--- src/rtl/display_scan_controller.sv ---
// Seven-segment scan controller: snapshots value/mode, converts decimal with a
// sequential double-dabble, blanks leading zeros and multiplexes five digits.
module display_scan_controller #(
  parameter int unsigned CLK_FREQ   = 100_000_000,
  parameter int unsigned REFRESH_HZ = 1000
) (
  input  logic        clk,
  input  logic        reset,
  input  logic [15:0] value,
  input  logic        display_is_hex,
  output logic [7:0]  an,
  output logic [6:0]  seg,
  output logic        dp,
  output logic        conv_busy
);

  localparam int unsigned TICK_PERIOD = CLK_FREQ / REFRESH_HZ;
  localparam int unsigned TICK_W      = (TICK_PERIOD > 2) ? $clog2(TICK_PERIOD) : 1;
  localparam int unsigned VAL_W       = 16;
  localparam int unsigned BCD_W       = 20;
  localparam int unsigned SCNT_W      = 5;
  localparam int unsigned IDX_W       = 3;
  localparam int unsigned NUM_DIGITS  = 5;

  typedef enum logic [1:0] {IDLE, SHIFT, COMMIT} state_t;

  state_t              state_q, state_d;
  logic [VAL_W-1:0]    snap_value;
  logic                snap_hex;
  logic                snap_valid;
  logic [VAL_W-1:0]    bin_q;
  logic [BCD_W-1:0]    bcd_q;
  logic [SCNT_W-1:0]   shift_cnt;
  logic [3:0]          digit_q [NUM_DIGITS];
  logic                mode_hex_q;
  logic [TICK_W-1:0]   tick_cnt;
  logic [IDX_W-1:0]    scan_idx;

  logic                snap_load_c, start_dec_c, commit_c;
  logic [BCD_W-1:0]    bcd_adj_c;
  logic [NUM_DIGITS-1:0] blank_c;
  logic                lead_zero_c;
  logic [3:0]          cur_digit_c;

  function automatic logic [6:0] seg_glyph(input logic [3:0] d);
    case (d)
      4'h0: seg_glyph = 7'b1000000;
      4'h1: seg_glyph = 7'b1111001;
      4'h2: seg_glyph = 7'b0100100;
      4'h3: seg_glyph = 7'b0110000;
      4'h4: seg_glyph = 7'b0011001;
      4'h5: seg_glyph = 7'b0010010;
      4'h6: seg_glyph = 7'b0000010;
      4'h7: seg_glyph = 7'b1111000;
      4'h8: seg_glyph = 7'b0000000;
      4'h9: seg_glyph = 7'b0010000;
      4'hA: seg_glyph = 7'b0001000;
      4'hB: seg_glyph = 7'b0000011;
      4'hC: seg_glyph = 7'b1000110;
      4'hD: seg_glyph = 7'b0100001;
      4'hE: seg_glyph = 7'b0000110;
      default: seg_glyph = 7'b0001110;
    endcase
  endfunction

  // State register; busy mirrors the next state so it is high exactly while not IDLE
  always_ff @(posedge clk or posedge reset) begin
    if (reset) begin
      state_q   <= IDLE;
      conv_busy <= 1'b0;
    end else begin
      state_q   <= state_d;
      conv_busy <= (state_d != IDLE);
    end
  end

  always_comb begin
    state_d     = state_q;
    snap_load_c = 1'b0;
    start_dec_c = 1'b0;
    commit_c    = 1'b0;
    case (state_q)
      IDLE: begin
        if (!snap_valid || ({display_is_hex, value} != {snap_hex, snap_value})) begin
          snap_load_c = 1'b1;
          if (display_is_hex) begin
            state_d = COMMIT;
          end else begin
            start_dec_c = 1'b1;
            state_d     = SHIFT;
          end
        end
      end
      SHIFT: begin
        if (shift_cnt == SCNT_W'(VAL_W - 1)) state_d = COMMIT;
      end
      COMMIT: begin
        commit_c = 1'b1;
        state_d  = IDLE;
      end
      default: state_d = IDLE;
    endcase
  end

  // Double-dabble correction: add 3 to every BCD nibble >= 5 before shifting
  always_comb begin
    bcd_adj_c = bcd_q;
    for (int i = 0; i < int'(NUM_DIGITS); i++) begin
      if (bcd_q[4*i +: 4] >= 4'd5) bcd_adj_c[4*i +: 4] = bcd_q[4*i +: 4] + 4'd3;
    end
  end

  always_ff @(posedge clk or posedge reset) begin
    if (reset) begin
      snap_value <= '0;
      snap_hex   <= 1'b0;
      snap_valid <= 1'b0;
      bin_q      <= '0;
      bcd_q      <= '0;
      shift_cnt  <= '0;
      mode_hex_q <= 1'b0;
      for (int i = 0; i < int'(NUM_DIGITS); i++) digit_q[i] <= 4'h0;
    end else begin
      if (snap_load_c) begin
        snap_value <= value;
        snap_hex   <= display_is_hex;
        snap_valid <= 1'b1;
      end
      if (start_dec_c) begin
        bin_q     <= value;
        bcd_q     <= '0;
        shift_cnt <= '0;
      end else if (state_q == SHIFT) begin
        {bcd_q, bin_q} <= {bcd_adj_c, bin_q} << 1;
        shift_cnt      <= shift_cnt + SCNT_W'(1);
      end
      // Digits and mode change together so blanking always sees a coherent pair
      if (commit_c) begin
        mode_hex_q <= snap_hex;
        if (snap_hex) begin
          for (int i = 0; i < 4; i++) digit_q[i] <= snap_value[4*i +: 4];
          digit_q[4] <= 4'h0;
        end else begin
          for (int i = 0; i < int'(NUM_DIGITS); i++) digit_q[i] <= bcd_q[4*i +: 4];
        end
      end
    end
  end

  // Leading-zero blanking in decimal; hex always blanks only the fifth digit
  always_comb begin
    lead_zero_c = 1'b1;
    blank_c     = '0;
    for (int i = int'(NUM_DIGITS) - 1; i >= 0; i--) begin
      lead_zero_c = lead_zero_c & (digit_q[i] == 4'h0);
      blank_c[i]  = (i != 0) && lead_zero_c;
    end
    if (mode_hex_q) blank_c = 5'b10000;
  end

  assign cur_digit_c = digit_q[scan_idx];

  always_ff @(posedge clk or posedge reset) begin
    if (reset) begin
      tick_cnt <= '0;
      scan_idx <= '0;
      an       <= 8'hFF;
      seg      <= 7'h7F;
    end else begin
      if (tick_cnt == TICK_W'(TICK_PERIOD - 1)) begin
        tick_cnt <= '0;
        scan_idx <= (scan_idx == IDX_W'(NUM_DIGITS - 1)) ? '0 : scan_idx + IDX_W'(1);
      end else begin
        tick_cnt <= tick_cnt + TICK_W'(1);
      end
      an  <= ~(8'(1) << scan_idx);
      seg <= blank_c[scan_idx] ? 7'h7F : seg_glyph(cur_digit_c);
    end
  end

  assign dp = 1'b1;

endmodule

--- config.mk ---
export PLATFORM = sky130hd
export DESIGN_NAME = display_scan_controller
export DESIGN_NICKNAME = d
export VERILOG_FILES = /design/src/rtl/display_scan_controller.sv
export SDC_FILE = /design/constraint.sdc
export NUM_CORES = 1
export LEC_CHECK = 0
export CAP_MARGIN = 20
export CELL_PAD_IN_SITES_DETAIL_PLACEMENT = 0
export CELL_PAD_IN_SITES_GLOBAL_PLACEMENT = 1
export CORE_MARGIN = 5
export CORE_UTILIZATION = 43
export CTS_CLUSTER_DIAMETER = 120
export DETAILED_ROUTE_END_ITERATION = 10
export PLACE_DENSITY_LB_ADDON = 0.12
export SLEW_MARGIN = 15
export SYNTH_ARGS = -nofsm -noshare
export SYNTH_HDL_FRONTEND = slang
export SYNTH_SLANG_ARGS = --single-unit
export TNS_END_PERCENT = 100
--- constraint.sdc ---
create_clock -name clk -period 3.9 [get_ports clk]
set_input_delay 0.78 -clock clk [delete_from_list [all_inputs] [get_ports clk]]
set_output_delay 0.78 -clock clk [all_outputs]
set_load 0.01 [all_outputs]
# Word-level counts from Yosys, hierarchy flattened
# Memory sizes are Yosys's and may differ from the RTL's.
# Index checks and enable logic that the tools add are counted.
totals:
  ff_bits: 118
  latchBits: 0
  ram_bits: 0
  rom_bits: 112
  inputBits: 19
  out_inout_bits: 17
  elab_cells: 86
  memories: 1
classes:
  n_addsub: 8
  n_mul: 0
  n_div: 0
  order_cmp: 7
  eq_ne: 6
  shifts: 1
  n_mux: 31
  bitwise_logic: 5
  reduce_logical: 9
memory_table:
  columns: ["name", "depth", "word_bits", "rd", "rd_ports_with_merged_regs", "wr", "line_no", "source"]
  rows:
  - ["(name not given)", 16, 7, 1, 0, 0, "46", "case (d)"]
ops:
  columns: ["operator", "count"]
  rows:
  - ["$mux 20", 3]
  - ["$mux 16", 2]
  - ["$mux 4", 6]
  - ["$ge 4x3->1 const B", 5]
  - ["$add 17x1->17 const B", 1]
  - ["$eq 17x17->1 const B", 1]
  - ["$mux 17", 1]
  - ["$ne 17x17->1", 1]
  - ["$add 4x2->4 const B", 4]
  - ["$logic_not 4->1", 4]
  - ["$mux 5", 3]
  - ["$bmux 4 s3", 1]
  - ["$not 8->8", 1]
  - ["$shl 1x3->8 const A", 1]
  - ["$mux 1", 7]
  - ["$mux 7", 1]
  - ["$mux 2", 3]
  - ["$mux 3", 2]
  - ["$add 5x1->5 const B", 1]
  - ["$eq 5x4->1 const B", 1]
  - ["$ge 4x4->1 const B", 1]
  - ["$lt 3x4->1 const B", 1]
  - ["$not 3->4", 1]
  - ["$pmux 2 s2", 1]
  - ["11 further kinds", 14]

# Longest topological paths before layout
logic_depth:
  ltp_word: 8
  depth_mapped: 11
  ltp_nobuf: 10

# Worst setup path after synthesis
# OpenSTA, ideal clock, no wires.
synth_path:
  kind: "input -> register"
  startpoint: "input port value[11]"
  endpoint: "register bin_q[15]"
  setup_ps: 126
  arrival_ps: 2237
  required_ps: 3774
  slack_ps: 1537
  cell_stages: 8
  n_path_buf: 2
  path_cell_list: "xor2_1 nor4_1 nand3_1 o21a_1 buf_6 and2_4 buf_6 a221o_1"
synth_between:
  elab_chain_cells: 5
  elab_cells_between_ends: 6
  classes_between: "eq/ne: 1; mux: 3; reduce/logical: 2"
synth_lines:
  columns: ["item", "line_no", "source"]
  rows:
  - ["start, declared", "9", "input logic [15:0] value,"]
  - ["$ne 17x17->1 *", "84", "if (!snap_valid || ({display_is_hex, value} != {snap_hex, snap_value})) begin"]
  - ["$logic_or 1x1->1 *", "84", null]
  - ["$mux 1 *", "84", null]
  - ["$mux 1 *", "82", "case (state_q)"]
  - ["$mux 16 or $reduce_bool 2->1 (tied branches)", null, null]
  - ["end signal, assigned", "130", "bin_q <= value;"]
  - ["end signal, assigned", "134", "{bcd_q, bin_q} <= {bcd_adj_c, bin_q} << 1;"]
  - ["end, declared", "31", "logic [VAL_W-1:0] bin_q;"]
# Every way passes the cells marked *; elsewhere a longest branch is shown, timed or not.
# A chain may end at the register's enable or synchronous reset.

# Worst setup path in the final report
layout_path:
  startpoint: "register scan_idx[2]"
  endpoint: "register seg[3]"
layout_between:
  elab_chain_cells: 6
  elab_cells_between_ends: 8
  classes_between: "mux: 6; bitwise: 1; memory: 1"
layout_lines:
  columns: ["item", "line_no", "source"]
  rows:
  - ["start, declared", "37", "logic [IDX_W-1:0] scan_idx;"]
  - ["start signal, assigned", "172", "scan_idx <= (scan_idx == IDX_W'(NUM_DIGITS - 1)) ? '0 : scan_idx + IDX_W'(1);"]
  - ["$not 3->4 (not written as such)", "161", "assign cur_digit_c = digit_q[scan_idx];"]
  - ["$bmux 4 s3", "161", null]
  - ["$mux 4 (not written as such) (2 in series)", "161", null]
  - ["$mem_v2 16x7", null, null]
  - ["$mux 7 *", "177", "seg <= blank_c[scan_idx] ? 7'h7F : seg_glyph(cur_digit_c);"]
  - ["end signal, assigned", "177", null]
  - ["end, declared", "12", "output logic [6:0] seg,"]
# Every way passes the cells marked *; elsewhere a longest branch is shown, timed or not. The select of a mux whose other input is x is not followed.

==> run_results.csv <==
group,metric,value,unit
clock_tree,clk_slew_on_worst_s_h_paths,0.05,ns
synthesis,ys_async_sr_fraction,100,%
timing,rsz0062_at_grt,"no",
synthesis,ys_seq_area_share,49.7,%
timing,min_period,2.51,ns
timing,hold_violations,0,
timing,timing.final.max_slew_violations,0,
global_route,grt_start_max_net_pins,62,
worst_setup_path,critical_path.startpoint_type,"flip-flop",
timing,totalNegativeSetupSlack,0,ns
global_route,grt_pass1_wl,22.2,mm
worst_setup_path,critPathArrivalTime,2.83,ns
worst_setup_path,crit_fanout,12,
die,placementRows,43,
pwr,power_density,779,mW/mm2
drt,drc,0,
layout,syn_to_final_growth,19.7,%
worst_setup_path,crit_family,"multiplexers",
synthesis,synth_area_per_cell,10.2,um2
clock_tree,tritoncts,"done",
drt,drt.antenna.violating_nets,0,
place,portBuffers,34,
layout,finish.cell_count_without_fillers,815,
clock_tree,numCtsBuffers,17,
timing,timing.fmax,398,MHz
clock_tree,post_cts_hold_buffer_count,0,
pwr,internal_power,3.70,mW
drt,via_per_inst,5.13,
layout,diodes,0,
drt,drt_iter0_markers,210,
clock_tree,cts-root-to-sink-buffers,2,
pwr,total_switching_power,1.88,mW
worst_setup_path,data_required_critical_path,4.22,ns
die,io_pins,36,
synthesis,post_synth_instance_area,0.00598,mm2
die,die_area,0.0164,mm2
synthesis,cell_with_the_most_instances_after_synthesis,"sky130_fd_sc_hd__dfrtp_1",
global_route,grt_pass1_vias,4410,
synthesis,synth_edf_count,0,
synthesis,postSynthRegisterBits,118,
layout,drive_above_1_share,12.9,%
timing,setup_viol_count_final,0,
pwr,pwr-share-seq,36.2,%
global_route,globalRouteOverflowTotal,0,
pwr,power.share.clock,31.0,%
job,maxCapViolCount,0,
drt,first_pass_iters,4,
die,initial_utilization,43.4,%
timing,share_of_the_clock_period_used_by_the_worst_path_after_layout,64.4,%
global_route,global_route.usage.total,17.2,%
layout,nets,666,
worst_setup_path,cell_chain_of_the_critical_path,"mux2i_1 > o22ai_1 > a31oi_1 > inv_1 > ha_1 > mux2_2 > mux2i_1 > nand2_1",
die,die_height,128,um
run_status,status,"finished, final reports clean",
worst_setup_path,critical_path.n_buffers_inverters,1,
synthesis,yosys-top-cells-area,"sky130_fd_sc_hd__dfrtp_1 (43%), sky130_fd_sc_hd__dfstp_2 (6.6%), sky130_fd_sc_hd__mux2i_1 (5.7%), sky130_fd_sc_hd__ha_1 (5.2%), sky130_fd_sc_hd__nand2_1 (4.2%)",
synthesis,synth_cell_type_count,45,
synthesis,yosysWarningCount,0,
die,total_core_area,0.0138,mm2
timing,finClkSkew,0.00628,ns
pwr,peakVddDrop,0.382,mV
clock_tree,clock_latency,0.41,ns
worst_setup_path,critical_path.endpoint_type,"flip-flop",
place,dp_hpwl,9.09,mm
global_route,initial_antenna_violation_count,0,
min_path,worstHoldPathType,"flip-flop to flip-flop",
worst_setup_path,maximum_single_stage_delay_on_the_critical_path,0.62,ns
synthesis,synth_nets,632,
timing,tightest_slew,0.955,ns
clock_tree,post_cts.repair.setup_buffers,0,
timing,relSlewSlack,36.4,%
synthesis,post-synth-top-area-fraction,43.1,%
drt,avgRoutedWirePerCell,15.7,um
place,dp.cells,783,
clock_tree,h-tree-depth,4,
drt,vias,4177,
pwr,share_comb_of_total_power,32.9,%
clock_tree,clock-root-buffer,"sky130_fd_sc_hd__clkbuf_16",
clock_tree,total_of_cells_resized_after_clock_tree_synthesis,0,
pwr,total_leakage_power,3.16,nW
synthesis,synth_largest_area_cell,"sky130_fd_sc_hd__dfrtp_1",
die,floorplan.die.width,128,um
synthesis,synthesis.instances,588,
worst_setup_path,critical-path-slowest-cell,"sky130_fd_sc_hd__dfrtp_1",
worst_setup_path,setup.worst_path.class,"flip-flop to flip-flop",
synthesis,post_synth_most_frequent_cells,"sky130_fd_sc_hd__dfrtp_1 (103), sky130_fd_sc_hd__nand2_1 (67), sky130_fd_sc_hd__nor2_1 (51)",
pwr,swShare,33.8,%
drt,wl,12.8,mm
synthesis,synth_top_flop_cell,"sky130_fd_sc_hd__dfrtp_1",
clock_tree,cts.sinks,118,
worst_setup_path,timing.critical_path.mode_cell,"sky130_fd_sc_hd__mux2i_1",
layout,fin_util,52.0,%
place,finalWeightedCongestion,0.832,
## metal layers
layer / up-vias / wire, um / global-route usage, %
li1: 2087 / - / -
met1: 2007 / 5880 / 22.0
met2: 64 / 6270 / 28.3
met3: 19 / 404 / 4.08
met4: 0 / 232 / 6.62
met5: - / 0 / 0
## power by group through the flow
stage / combinational [mW] / sequential, mW / clock (mW)
after floorplan: 1.42 / 1.91 / 0
after global placement: 1.80 / 2.04 / 0
after detailed placement: 1.84 / 2.04 / 0
after CTS: 1.86 / 2.03 / 1.76
after global routing: 2.07 / 2.08 / 1.83
final: 1.83 / 2.02 / 1.73
## kinds of logic after synthesis
group / after synthesis / share of synthesized area, %
AO/OA/AOI/OAI: 107 / 11.1
XOR/XNOR: 43 / 6.30
adder cells (fa/ha/maj): 25 / 5.23
buffers and inverters: 53 / 3.81
flip-flops: 118 / 49.7
multiplexers: 54 / 9.46
other: 1 / 0.0627
AND/OR/NAND/NOR: 187 / 14.4
## sequential cells by signal (all words and copies together) (netlist names)
register	count
an	8
scan_idx	3
shift_cnt	5
digit_q	20
seg	7
conv_busy	1
mode_hex_q	1
snap_hex	1
tick_cnt	17
bin_q	16
state_q	2
snap_value	16
snap_valid	1
bcd_q	20
## path summary, 6_finish.rpt
kind	startpoint	end	slack (ns)	cells past startpoint
max reg2reg	scan_idx[2]$_DFFE_PP0N_	seg[3]$_DFF_PP1_	1.39	8
min	snap_valid$_DFFE_PP0P_	snap_valid$_DFFE_PP0P_	0.47	1
min reg2reg	snap_valid$_DFFE_PP0P_	snap_valid$_DFFE_PP0P_	0.47	1
max in group asynchronous	reset	bcd_q[12]$_DFFE_PP0P_	2.29	3
min in group asynchronous	reset	tick_cnt[14]$_DFF_PP0_	0.86	2
max	scan_idx[2]$_DFFE_PP0N_	seg[3]$_DFF_PP1_	1.39	8
## layout make-up
cell class,instances,area [um2]
well taps,180,225
repair buffers,44,428
multi-input cells,417,2780
flip-flops and latches,118,2970
inverters,24,92.6
clock inverters,9,170
fillers,1282,6610
clock buffers,23,488
## metrics by stage
stage / power, mW / hold slack (ns) / setup WS (ns) / cell area [um2]
2_1_floorplan: 3.33 / 0.439 / 0.0157 / 5980
4_1_cts: 5.64 / 0.468 / 1.33 / 7160
3_3_place_gp: 3.84 / 0.458 / 1.03 / 6500
6_report: 5.58 / 0.472 / 1.39 / 7160
5_1_grt: 5.98 / 0.513 / 1.14 / 7160
3_5_place_dp: 3.89 / 0.455 / 0.989 / 6500
## worst reg2reg max path: cells and delay by family, from the launching register on
| family | cells | cell delay [ns] |
|---|---|---|
| muxes | 3 | 0.74 |
| AOI/OAI and AO/OA | 2 | 0.59 |
| and+or+nand+nor | 1 | 0.08 |
| DFF | 1 | 0.62 |
| adders and majority gates | 1 | 0.28 |
| buffers and inverters | 1 | 0.13 |
## layout by cell type, fill, tap and decap left out, types with 17 or more instances in the layout
cell type	n
sky130_fd_sc_hd__clkdlybuf4s50_1	34
sky130_fd_sc_hd__nor2_1	51
sky130_fd_sc_hd__mux2_2	20
sky130_fd_sc_hd__dfrtp_1	103
sky130_fd_sc_hd__clkbuf_16	17
sky130_fd_sc_hd__a21oi_1	30
sky130_fd_sc_hd__mux2i_1	34
sky130_fd_sc_hd__o21ai_0	38
sky130_fd_sc_hd__xor2_1	28
sky130_fd_sc_hd__nand2_1	67
sky130_fd_sc_hd__inv_1	23
sky130_fd_sc_hd__ha_1	25
(Power assumes the default switching activity.)
==> RTL edit 1 (same settings) <==
Add an input register stage for `value` and `display_is_hex`, without a reset; this delays them by one clock.
--- a/src/rtl/display_scan_controller.sv
+++ b/src/rtl/display_scan_controller.sv
@@ -23,6 +23,14 @@
   localparam int unsigned NUM_DIGITS  = 5;
 
   typedef enum logic [1:0] {IDLE, SHIFT, COMMIT} state_t;
+
+  logic [15:0] value_q;
+  logic display_is_hex_q;
+
+  always_ff @(posedge clk) begin
+    value_q          <= value;
+    display_is_hex_q <= display_is_hex;
+  end
 
   state_t              state_q, state_d;
   logic [VAL_W-1:0]    snap_value;
@@ -81,9 +89,9 @@
     commit_c    = 1'b0;
     case (state_q)
       IDLE: begin
-        if (!snap_valid || ({display_is_hex, value} != {snap_hex, snap_value})) begin
+        if (!snap_valid || ({display_is_hex_q, value_q} != {snap_hex, snap_value})) begin
           snap_load_c = 1'b1;
-          if (display_is_hex) begin
+          if (display_is_hex_q) begin
             state_d = COMMIT;
           end else begin
             start_dec_c = 1'b1;
@@ -122,12 +130,12 @@
       for (int i = 0; i < int'(NUM_DIGITS); i++) digit_q[i] <= 4'h0;
     end else begin
       if (snap_load_c) begin
-        snap_value <= value;
-        snap_hex   <= display_is_hex;
+        snap_value <= value_q;
+        snap_hex   <= display_is_hex_q;
         snap_valid <= 1'b1;
       end
       if (start_dec_c) begin
-        bin_q     <= value;
+        bin_q     <= value_q;
         bcd_q     <= '0;
         shift_cnt <= '0;
       end else if (state_q == SHIFT) begin
Check against the original RTL: not equivalent (a bounded check fails within 4 cycles, from zero or initial values and one cycle with reset high).
==> RTL edit 1 against the original RTL <==
Area after synthesis is 5.5% higher; worst setup slack better by 0.0069 ns; first-iteration DRC count is 23% higher; clock skew is 0.0014 ns higher; global-route usage is 1.5 points lower; sequential cell count is 17 higher; wire length is 1.1% lower; combinational power is 3% lower; core utilization is 0.73 points lower; power is 1.1% higher; design area is 3.7% higher; die area is 5.0% higher; critical endpoint is now bin_q[1]$_DFFE_PP0P_; largest power group unchanged; highest routed layer unchanged.
==> RTL edit 1: results (changes against the original RTL) <==
Outcome
  – Status: finished clean (unchanged)

Place
  – Inst Count DP: 784 (was 783)
  – Setup WS pre-CTS: 1.37 ns (was 0.989 ns)
  – DP HPWL: 8620 µm (was 9090 µm)
  – Gpl congestion: 0.800 (was 0.832)

Synthesis
  – Post-Synth XOR/XNOR Area: 5.55% (was 6.30%)
  – Post-synth cell types: 55 (was 45)
  – Sequential area share after synthesis: 52.5% (was 49.7%)
  – Post-synth ARST share: 87.4% (was 100%)
  – Leading post-synthesis cells by cell area: dfrtp_1 (41%), dfstp_2 (6.2%), dfxtp_1 (5.4%), ha_1 (5.0%), nand2_1 (4.1%) (was dfrtp_1 (43%), dfstp_2 (6.6%), mux2i_1 (5.7%), ha_1 (5.2%), nand2_1 (4.2%))
  – Synth Area in Adders: 4.96% (was 5.23%)
  – Post-synthesis mux area share: 7.40% (was 9.46%)
  – Synth top cells by count: dfrtp_1 (103), nand2_1 (69), nor2_1 (39), o21ai_0 (39), xnor2_1 (28) (was dfrtp_1 (103), nand2_1 (67), nor2_1 (51), o21ai_0 (38), mux2i_1 (34))
  – Post-synthesis compound-gate area fraction: 11.9% (was 11.1%)
  – Syn Area/Cell: 10.7 µm² (was 10.2 µm²)

Route
  – Routed len/inst: 15.5 µm (was 15.7 µm)
  – Vias per inst: 5.14 (was 5.13)
  – Drt initial violations: 258 (was 210)
  – Vias: 4191 (was 4177)

Global route
  – Pin count of the biggest net entering global routing: 70 (was 62)
  – Met2 global-route usage: 24.5% (was 28.3%)
  – Vias in the first global route: 4281 (was 4410)
  – GR Layer Usage met1: 21.3% (was 22.0%)
  – GRT Total Usage: 15.7% (was 17.2%)
  – Met3 usage: 4.51% (was 4.08%)

Clocking
  – Clock-pin slew on the worst setup and hold paths: about 0.060 ns
  – Postcts setup bufs: 0 (unchanged)

Timing
  – Clock Skew: 0.00770 ns (was 0.00628 ns)
  – Relative slew slack: 39.7% (was 36.4%)

Critical path
  – Crit Path Max Fanout: 36 (was 12)
  – Critical Path AT: 2.85 ns (was 2.83 ns)
  – Slowest CP cell: nor2b_4 (was dfrtp_1)
  – CP peak stage delay: 0.79 ns (was 0.62 ns)
  – CP delay by family, top: simple AND/OR/NAND/NOR gates (was multiplexers)

Power and ir drop
  – Psw: 1.88 mW (about the same)
  – Logic pwr share: 31.5% (was 32.9%)
  – Peak supply drop: 0.000396 V (was 0.000382 V)
  – Clk pwr share: 29.7% (was 31.0%)

Layout
  – Share of cells above drive strength 1: 12.3% (was 12.9%)
## RTL edit 1: final cells by class
type / count / area [µm²]
clock buffer: 20 / 447
clock inverter: 12 / 178
fill: 1282 / 7060
inverter: 24 / 92.6
multi-input combinational: 400 / 2760
sequential: 135 / 3310
tap: 184 / 230
timing repair buffer: 41 / 405
## RTL edit 1: final timing paths
check | cells after the start | to | from | slack, ns
max | 7 | bin_q[1]$_DFFE_PP0P_ | snap_hex$_DFFE_PP0P_ | 1.40
min | 1 | tick_cnt[4]$_DFF_PP0_ | tick_cnt[4]$_DFF_PP0_ | 0.47
max reg2reg | 7 | bin_q[1]$_DFFE_PP0P_ | snap_hex$_DFFE_PP0P_ | 1.40
min reg2reg | 1 | tick_cnt[4]$_DFF_PP0_ | tick_cnt[4]$_DFF_PP0_ | 0.47
max in group asynchronous | 3 | an[7]$_DFF_PP1_ | reset | 2.18
min in group asynchronous | 2 | bcd_q[17]$_DFFE_PP0P_ | reset | 0.91
## RTL edit 1: cell families after synthesis
group	count (synthesis)
compound gates	113
xor+xnor	40
fa+ha+maj	25
buf+inv	53
flops	135
mux	43
other cells	1
simple gates	178
## RTL edit 1: power by group through the flow
stage	Combinational, mW	Sequential [mW]	Clock, mW
floorplan	1.42	2.09	0
global placement	1.76	2.21	0
detailed placement	1.80	2.21	0
CTS	1.81	2.19	1.71
global route	2.02	2.25	1.78
finish	1.78	2.18	1.68
## RTL edit 1: metal layers
layer | vias to the layer above | share of wire (%)
met2 | 57 | 47
met1 | 2037 | 49
li1 | 2090 | -
met5 | - | 0
met3 | 7 | 3.3
met4 | 0 | 0.68
==> RTL edit 2 (config.mk and constraints unchanged) <==
Made on the original files. The parameter `CLK_FREQ` goes from 100_000_000 to 50_000_000.
--- a/src/rtl/display_scan_controller.sv
+++ b/src/rtl/display_scan_controller.sv
@@ -1,7 +1,7 @@
 // Seven-segment scan controller: snapshots value/mode, converts decimal with a
 // sequential double-dabble, blanks leading zeros and multiplexes five digits.
 module display_scan_controller #(
-  parameter int unsigned CLK_FREQ   = 100_000_000,
+  parameter int unsigned CLK_FREQ   = 50_000_000,
   parameter int unsigned REFRESH_HZ = 1000
 ) (
   input  logic        clk,
Behaviour: same outputs for any inputs over 10 cycles, from zero or initial values and one cycle with reset high; that may be too few to reach the edited logic, so the function may still have changed.
==> RTL edit 2 against the original RTL <==
Sequential cell count down 1; combinational power down 4%; sequential share of layout area down 0.17 points; count of clock-buffer cells in the layout unchanged; final cell count up 0.25%; non-clock buffer count down 1; power down 3.2%; design area down 0.44%; clock skew up 0.0031 ns; area after synthesis down 0.27%; wire length down 3.7%; first-iteration DRC count down 4.8%; worst setup slack worse by 0.21 ns; worst hold slack better by 0.013 ns; highest routed layer unchanged.
==> RTL edit 2: results (changes against the original RTL) <==
Global route
  – First-pass GRT wire length: 20900 µm (was 22200 µm)
  – GRT Total Usage: 16.0% (was 17.2%)
  – Vias in the first global route: 4143 (was 4410)
  – Pin count of the biggest net entering global routing: 55 (was 62)
  – Initial antenna violation count: 0 (unchanged)

Synthesis
  – Leading post-synthesis cells by cell area: dfrtp_1 (43%), dfstp_2 (6.6%), mux2i_1 (6.2%), ha_1 (5.2%), nand2_1 (4.8%) (was dfrtp_1 (43%), dfstp_2 (6.6%), mux2i_1 (5.7%), ha_1 (5.2%), nand2_1 (4.2%))
  – Synth top cells by count: dfrtp_1 (102), nand2_1 (77), o21ai_0 (51), mux2i_1 (37), nor2_1 (36) (was dfrtp_1 (103), nand2_1 (67), nor2_1 (51), o21ai_0 (38), mux2i_1 (34))
  – Sequential area share after synthesis: 49.4% (was 49.7%)
  – Post-Synthesis Cells: 591 (was 588)
  – Number of synthesized flops with an enable pin: 0 (unchanged)
  – Post-synthesis compound-gate area fraction: 10.3% (was 11.1%)
  – Post-synthesis mux area share: 10.2% (was 9.46%)
  – Syn_nets: 635 (was 632)
  – Post-synth cell types: 47 (was 45)

Route
  – Vias per inst: 5.09 (was 5.13)
  – Final wirelength: 12300 µm (was 12800 µm)
  – Drt pass-1 iters: 4 (unchanged)
  – Drt initial violations: 200 (was 210)

Outcome
  – Status: finished clean (unchanged)

Layout
  – Fin cells: 817 (was 815)
  – Area grow syn2layout: 19.5% (was 19.7%)
  – Fill cell instance count of the final layout: 1258 (was 1282)
  – Share of cells above drive strength 1: 12.7% (was 12.9%)
  – Nets: 668 (was 666)
  – Top flop regs: bcd_q x20, digit_q x20 (was bcd_q x20, digit_q x20, tick_cnt x17)

Critical path
  – Reg2reg end: seg[0]$_DFF_PP1_ (was seg[3]$_DFF_PP1_)
  – Crit. Startpoint: value[1] (was scan_idx[2]$_DFFE_PP0N_)
  – Reg2Reg Setup Slack: 1.35 ns (was 1.39 ns)
  – Critical Path AT: 3.01 ns (was 2.83 ns)
  – Crit Path Max Fanout: 17 (was 12)
  – Register-to-Register Path Depth: 6 (was 8)

Place
  – Gpl congestion: 0.775 (was 0.832)
  – Inst Count DP: 785 (was 783)
  – Post-DP Area: 6490 µm² (was 6500 µm²)
  – DP HPWL: 8760 µm (was 9090 µm)
  – Setup WS pre-CTS: 0.722 ns (was 0.989 ns)

Floorplan
  – Core box area: 13700 µm² (was 13800 µm²)

Power and ir drop
  – Peak supply drop: 0.000397 V (was 0.000382 V)

Timing
  – Relative slew slack: 30.3% (was 36.4%)
  – Clock Skew: 0.00941 ns (was 0.00628 ns)
  – Worst hold slack: 0.485 ns (was 0.472 ns)

Worst hold path
  – Worst hold start: tick_cnt[0]$_DFF_PP0_ (was snap_valid$_DFFE_PP0P_)
-- RTL edit 2: power by group --
| group | switching, mW | internal (mW) | leakage (nW) |
|---|---|---|---|
| sequential | 0.354 | 1.63 | 1.46 |
| clock | 0.524 | 1.13 | 0.313 |
| combinational | 0.941 | 0.820 | 1.35 |
| total | 1.82 | 3.58 | 3.13 |
-- RTL edit 2: cell type report --
cell class	count	share of cell area (%)
tap	180	3.16
inverter	25	1.35
timing repair buffer	43	5.90
clock buffer	23	6.85
sequential	117	41.3
multi-input combinational	420	39.3
clock inverter	9	2.07
-- RTL edit 2: worst max-delay path by stage --
stage,end,slack (ns),cells past startpoint
2_1_floorplan,bcd_q[0]$_DFFE_PP0P_,0.04,1
3_3_place_gp,snap_value[15]$_DFFE_PP0P_,0.76,6
3_5_place_dp,snap_value[2]$_DFFE_PP0P_,0.72,6
4_1_cts,snap_value[2]$_DFFE_PP0P_,1.15,6
5_1_grt,snap_value[1]$_DFFE_PP0P_,1.04,6
6_report,snap_value[13]$_DFFE_PP0P_,1.18,6
-- RTL edit 2: per-layer routing --
layer | share of wire (%) | wire length, µm | track usage [%] | up-vias
met5 | 0 | 0 | 0 | -
met4 | 1.0 | 128 | 4.99 | 0
met3 | 2.9 | 358 | 4.46 | 8
met2 | 49 | 5980 | 26.2 | 48
met1 | 47 | 5840 | 20.7 | 2001
li1 | - | - | - | 2102
-- RTL edit 2: critical path, stage by stage --
cell and delay, ns:
clkdlybuf4s50_1 0.52, xor2_1 0.22, or4_1 0.16, nor3b_2 0.06, a21oi_2 0.83, mux2_2 0.42
-- RTL edit 2: cell families after synthesis --
group,after synthesis
xor+xnor,44
fa+ha+maj,25
compound gates,108
mux,56
flops,117
simple gates,186
other cells,1
buf+inv,54
